## config.mk

```make
export PLATFORM = sky130hd
export DESIGN_NAME = hazard_ctrl
export DESIGN_NICKNAME = d
export VERILOG_FILES = /design/src/rtl/hazard_ctrl.sv
export SDC_FILE = /design/constraint.sdc
export NUM_CORES = 1
export LEC_CHECK = 0
export ABC_CLOCK_PERIOD_IN_PS = 3100
export CORE_MARGIN = 4
export CORE_UTILIZATION = 43
export DETAILED_ROUTE_END_ITERATION = 8
export PLACE_DENSITY_LB_ADDON = 0.05
export SLEW_MARGIN = 40
export SYNTH_ARGS = -nofsm -noshare
export SYNTH_HDL_FRONTEND = slang
export SYNTH_SLANG_ARGS = --single-unit
```

## constraint.sdc

```tcl
create_clock -name clk -period 3.1 [get_ports clk]
set_input_delay 0.465 -clock clk [delete_from_list [all_inputs] [get_ports clk]]
set_output_delay 0.465 -clock clk [all_outputs]
set_load 0.005 [all_outputs]
```

## src/rtl/hazard_ctrl.sv

```systemverilog
// hazard_ctrl: load-use stall, redirect flush and iterative-divider hold control for the 5-stage pipeline
module hazard_ctrl #(
  parameter int DIV_LATENCY = 34,
  parameter int CNT_W       = 32
) (
  input  logic             clk,
  input  logic             reset,
  input  logic             id_valid_i,
  input  logic [6:0]       id_opcode_i,
  input  logic [4:0]       id_rs1_i,
  input  logic [4:0]       id_rs2_i,
  input  logic             ex_valid_i,
  input  logic             ex_mem_read_i,
  input  logic [4:0]       ex_rd_i,
  input  logic             ex_redirect_i,
  input  logic             ex_is_div_i,
  output logic             pc_en_o,
  output logic             if_id_en_o,
  output logic             if_id_flush_o,
  output logic             id_ex_en_o,
  output logic             id_ex_bubble_o,
  output logic             ex_mem_bubble_o,
  output logic             div_start_o,
  output logic             stall_o,
  output logic             flush_o,
  output logic [CNT_W-1:0] stall_cnt_o
);
  localparam int CW = $clog2(DIV_LATENCY);
  typedef enum logic {IDLE, DIV_BUSY} state_t;
  state_t state, state_n;
  logic [CW-1:0] cnt, cnt_n;
  logic uses_rs1, uses_rs2, lu, div_go, div_stall, redir, lu_stall;
  assign uses_rs1 = !(id_opcode_i inside {7'b0110111, 7'b0010111, 7'b1101111});
  assign uses_rs2 = id_opcode_i inside {7'b0110011, 7'b0100011, 7'b1100011, 7'b0101111};
  assign lu = id_valid_i & ex_valid_i & ex_mem_read_i & (ex_rd_i != 5'd0)
            & ((uses_rs1 & (id_rs1_i == ex_rd_i)) | (uses_rs2 & (id_rs2_i == ex_rd_i)));
  assign div_go    = !reset & (state == IDLE) & ex_valid_i & ex_is_div_i;
  assign div_stall = div_go | (!reset & (state == DIV_BUSY) & (cnt != '0));
  assign redir     = !reset & !div_stall & ex_redirect_i;
  assign lu_stall  = !reset & !div_stall & !ex_redirect_i & lu;
  assign pc_en_o         = !(div_stall | lu_stall);
  assign if_id_en_o      = !(div_stall | lu_stall);
  assign id_ex_en_o      = !div_stall;
  assign if_id_flush_o   = redir;
  assign id_ex_bubble_o  = redir | lu_stall;
  assign ex_mem_bubble_o = div_stall;
  assign div_start_o     = div_go;
  assign stall_o         = div_stall | lu_stall;
  assign flush_o         = redir;
  always_comb begin
    state_n = state;
    cnt_n   = cnt;
    if (state == IDLE) begin
      state_n = (ex_valid_i & ex_is_div_i) ? DIV_BUSY : IDLE;
      cnt_n   = (ex_valid_i & ex_is_div_i) ? CW'(DIV_LATENCY - 2) : cnt;
    end else begin
      state_n = (cnt != '0) ? DIV_BUSY : IDLE;
      cnt_n   = (cnt != '0) ? cnt - CW'(1) : cnt;
    end
  end
  always_ff @(posedge clk) begin
    if (reset) begin
      state       <= IDLE;
      cnt         <= '0;
      stall_cnt_o <= '0;
    end else begin
      state <= state_n;
      cnt   <= cnt_n;
      if (stall_o && stall_cnt_o != '1) stall_cnt_o <= stall_cnt_o + CNT_W'(1);
    end
  end
  // A redirecting instruction can never also be a divide.
  a_no_redirect_div: assert property (@(posedge clk) disable iff (reset) !(ex_redirect_i && ex_is_div_i));
endmodule

```

# Word level (Yosys, flattened, before mapping)
# Cells that the tools add are included.
# totals
reg_bits,39
out_inout_bits,41
wordCells,55
# classes
add_sub_neg,2
n_eq_ne,11
mux,6
bitwise,21
n_reduce_logical,12
# op_table
operator,count
32-bit by 1-bit adder with 32-bit output (second input constant),1
32-bit != test (second input constant),1
7-bit by 6-bit equality test with 1-bit output (second input constant),4
6-bit two-way mux,3
1-bit AND,16
7-bit equality test (second input constant),2
5-bit equality test,2
7-bit by 5-bit equality test with 1-bit output (second input constant),1
6-bit nonzero test,1
6-bit by 1-bit subtractor with 6-bit output (second input constant),1
1-bit zero test,5
5-bit nonzero test,1
1-bit OR,4
4-bit nonzero test,1
1-bit two-way mux,3
3-bit nonzero test,1
2-bit by 1-bit != test with 1-bit output (second input constant),1
2-bit AND reduction,1
2-bit nonzero test,1
1-bit logical AND,1
1-bit NOT,1

# Longest topological paths before layout
# logic_depth
ltp_word,11
ltp_mapped,10
ltp_nobuf,8

# Worst setup path after synthesis
# Ideal clock, no wire load.
# synth_path
path_kind,register to register
start,reg stall_cnt_o[0]
end,reg stall_cnt_o[30]
setup_time_ps,121
arrival_time_ps,2165
required_time_ps,2979
path_slack_ps,814
stages_incl_launch_ff,9
path_buffers,1
cell_sequence,dfxtp_1 -> ha_1 -> and2_1 -> clkbuf_1 -> nand2_1 -> or3_1 -> or3_1 -> o22ai_1 -> mux2_2
# synth_between
elab_chain_cells,2
elab_cells_between_ends,3
classes_between,1 x add/sub; 1 x eq/ne; 1 x reduce/logical
# synth_rtl
item,line,source
"start, declared",26,output logic [CNT_W-1:0] stall_cnt_o
"start signal, assigned",69,if (stall_o && stall_cnt_o != '1) stall_cnt_o <= stall_cnt_o + CNT_W'(1);
branches (longest 2 deep; another with 32-bit by 1-bit adder with 32-bit output),n/a,
# Several ways; the timed one is not identified.
# A chain may end at the register's enable or synchronous reset.

# Worst setup path in the final report
# layout_path
start,in ex_rd_i[1]
end,out id_ex_bubble_o
# layout_between
elab_chain_cells,6
elab_cells_between_ends,10
classes_between,2 x eq/ne; 7 x bitwise; 1 x reduce/logical
# layout_rtl
item,line,source
"start, declared",14,"input logic [4:0] ex_rd_i,"
5-bit equality test,36,& ((uses_rs1 & (id_rs1_i == ex_rd_i)) | (uses_rs2 & (id_rs2_i == ex_rd_i)));
1-bit AND,36,
1-bit OR,36,
1-bit AND *,36,
1-bit AND *,40,assign lu_stall = !reset & !div_stall & !ex_redirect_i & lu;
1-bit OR *,45,assign id_ex_bubble_o = redir | lu_stall;
"end, declared",21,"output logic id_ex_bubble_o,"
# Every way passes the cells marked *; elsewhere a longest branch is shown, timed or not.

==> impl_metrics.csv <==
group,metric,value,unit
synthesis,synth-edff-count,0,
clock_tree,tritoncts,"done",
synthesis,synth-seq-cells,39,
critical_path,max_stage_delay,0.51,ns
route,detail_route.drc_violations,0,
clock_tree,clock-root-buffer,"clkbuf_8",
route,avgRoutedWirePerCell,14.8,µm
status,result_of_the_run,"completed",
sta,fmax,336,MHz
clock_tree,worstSkewPairLatency,0.29,ns
sta,tightest_slew,0.573,ns
clock_tree,clock-sinks,39,
synthesis,dominantRegCellSynth,"dfxtp_1",
floorplan,initial_utilization,0.445,
route,via_cell_ratio,5.60,
route,drt_wl_total,6740,µm
floorplan,dieHeight,86.2,µm
power,power-per-cell-area,321,nW/µm²
critical_path,worstPathRequired,2.63,ns
floorplan,placeableCoreArea,5920,µm²
floorplan,fp-row-count,28,
final_layout,insertedDiodeCount,0,
power,comb_power_share,0.163,
grt,first_global_vias,2395,
clock_tree,clk_transition_reported_paths,0.08,ns
sta,final_clock_period_utilization_by_the_worst_path,0.961,
clock_tree,cts-htree-levels,2,
synthesis,asyncSetResetFlopFracSynth,0,
synthesis,synth_warnings,0,
critical_path,crit_path_cell_trace,"clkdlybuf4s50_1 -> xor2_1 -> a2111oi_4 -> nand3_2 -> buf_4 -> a21oi_2 -> nor2_1 -> nor2_1 -> clkdlybuf4s50_1",
route,antenna_violating_nets_post_route,0,
grt,globalRouteTotalUtil,0.181,
critical_path,worst_setup_path_start_kind,"primary input",
critical_path,crit_path_end_kind,"primary output",
final_layout,post_route_cells_drive_above_1_share,0.160,
route,detailedRoute.firstIterationViolations,114,
power,p_leak,0.00130,µW
clock_tree,maximum_clock_insertion_buffer_count,2,
power,switching_power,295,µW
critical_path,timing.critical_path.slowest_stage_cell,"clkdlybuf4s50_1",
sta,timing.final.max_slew_violations,0,
synthesis,syn-instance-count,310,
grt,grt_start_max_net_pins,39,
placement,port-buffer-count,69,
placement,placement_stage_cell_area,3410,µm²
power,vdd_ir_drop_max,0.000220,V
synthesis,synth_cell_type_count,51,
final_layout,final_common_cell,"clkdlybuf4s50_1",
synthesis,post_synth.cell_area_avg,8.49,µm²
power,seq_power_share,0.456,
synthesis,ys_seq_area_frac,0.297,
sta,report.final.hold_viol_count,0,
sta,period_minus_slack,2.98,ns
power,intPower,845,µW
route,route.vias.total,2560,
power,net_sw_frac,0.259,
route,drt_pass1_iterations,4,
placement,place.detailed.hpwl,4910,µm
critical_path,path_max_fanout,3,
floorplan,die-area,7440,µm²
critical_path,worstPathArrival,2.51,ns
synthesis,post_synth_main_area_contributors,"dfxtp_1, mux2_2, nor2b_1",
final_layout,final_nets,413,
critical_path,timing_worst_setup_path_type,"in2out",
final_layout,layout-area-overhead-vs-synth,34.7,%
final_layout,mostFrequentLayoutCells,"clkdlybuf4s50_1, dfxtp_1, nor2_1",
synthesis,synth_largest_area_cell,"dfxtp_1",
floorplan,io-pin-count,70,
grt,overflow,0,
grt,grt_pass1_wl,11000,µm
floorplan,fp.dieW,86.2,µm
synthesis,syn_nets,342,
sta,worst_slew_margin_rel,0.617,
sta,report.final.setup_viol,0,
grt,antenna_found_initial,0,
power,power_frac_clock,0.381,
clock_tree,cts_made_buffers,5,
clock_tree,cts_hold_repair.buffers,0,
clock_tree,cts_post_setup_buffers_inserted,0,
power,power.total,1140,µW
worst_hold_path,hold_class,"reg2reg",
synthesis,cell_area_synth,2630,µm²
sta,skew,0.0112,ns
final_layout,postLayoutCellArea,3550,µm²
run,reported_max_cap_violation_count,0,
placement,finalWeightedCongestion,0.823,
synthesis,top_area_cell_type_share_of_the_netlist_area,0.297,
## power groups by stage
stage	clock network (µW)	registers, µW	logic (µW)
after floorplan	0	530	96.7
after global placement	0	532	182
after detailed placement	0	532	185
after CTS	445	520	187
after global routing	467	522	204
final	434	520	185
## critical path, delay by kind of cell
family,cells,cell delay [ns]
simple gates,3,0.26
buf+inv,3,1.14
xor+xnor,1,0.21
compound gates,2,0.44
## per-layer routing
| metal | global-route usage | up-vias | share of wire | wire [µm] |
|---|---|---|---|---|
| li1 | - | 1274 | - | - |
| met1 | 0.242 | 1201 | 0.48 | 3210 |
| met2 | 0.293 | 77 | 0.45 | 3030 |
| met3 | 0.0399 | 8 | 0.063 | 426 |
| met4 | 0.0524 | 0 | 0.012 | 78 |
| met5 | 0 | - | 0 | 0 |
## final timing paths
path	startpoint	endpoint	slack (ns)	cells past startpoint
worst max-delay path	ex_rd_i[1]	id_ex_bubble_o	0.12	9
worst min-delay path	cnt[4]$_SDFFE_PP0P_	cnt[4]$_SDFFE_PP0P_	0.49	2
worst min register to register	cnt[4]$_SDFFE_PP0P_	cnt[4]$_SDFFE_PP0P_	0.49	2
worst max register to register	stall_cnt_o[0]$_SDFFE_PP0P_	stall_cnt_o[30]$_SDFFE_PP0P_	0.65	7
## metrics by stage
stage	hold slack, ns	setup WS [ns]	TNS, ns	util	instances
finish	0.486	0.121	0	0.599	457
global route	0.524	-0.00497	-0.00497	0.599	457
CTS	0.488	0.0406	0	0.597	457
detailed placement	0.476	-0.0147	-0.0147	0.577	449
global placement	0.467	0.0289	0	0.577	449
floorplan	0.450	0.814	0	-	310
## final cells by class
class	instances	area (µm²)
Inverter	7	26.3
Clock buffer	5	68.8
Sequential cell	39	781
Clock inverter	3	43.8
Multi-Input combinational cell	244	1730
Tap cell	75	93.8
Timing Repair Buffer	84	806
Fill cell	542	2370
## cells in the mapped netlist (2+ instances only)
cell        n
nand3_1    17
nor2_1     36
mux2i_1     5
xor2_1      9
o31ai_1     2
clkbuf_1    8
buf_2       5
nor3_1      4
xnor2_1     4
and4_1      6
inv_1       7
o2111ai_1   3
a21oi_1     7
a2111oi_4   2
a2111oi_1   2
o22ai_1     3
nand4_1     9
and4b_1     2
nand2_1    23
nor2b_1    24
a211oi_1   16
and2_1      3
ha_1        3
or3_1       3
buf_6       2
nand2b_1    2
o32ai_1     2
buf_4       4
o211ai_1    2
mux2_2     23
o21ai_0     4
a2111oi_2   4
nor4_1      2
and3_1      7
dfxtp_1    39
## state kept, by name, summed over array words and instances, names as in the netlist
signal,flops
state,1
stall_cnt_o,32
cnt,6
## timing repair
action / in CTS / in global routing
endpoints found under the hold margin: 0 / 0
cloned: 0 / 0
gates resized for setup: 2 / 5
pin swaps: 0 / 2
endpoints found under the setup margin: 1 / 4
## cell families (layout without fill, tap and decap cells)
group / Yosys count / after routing / synth area share
buf+inv: 27 / 99 / 0.0523
xor+xnor: 13 / 13 / 0.0433
compound gates: 52 / 52 / 0.173
simple gates: 147 / 147 / 0.298
flops: 39 / 39 / 0.297
mux: 29 / 29 / 0.122
fa+ha+maj: 3 / 3 / 0.0143
(Power assumes the default switching activity.)
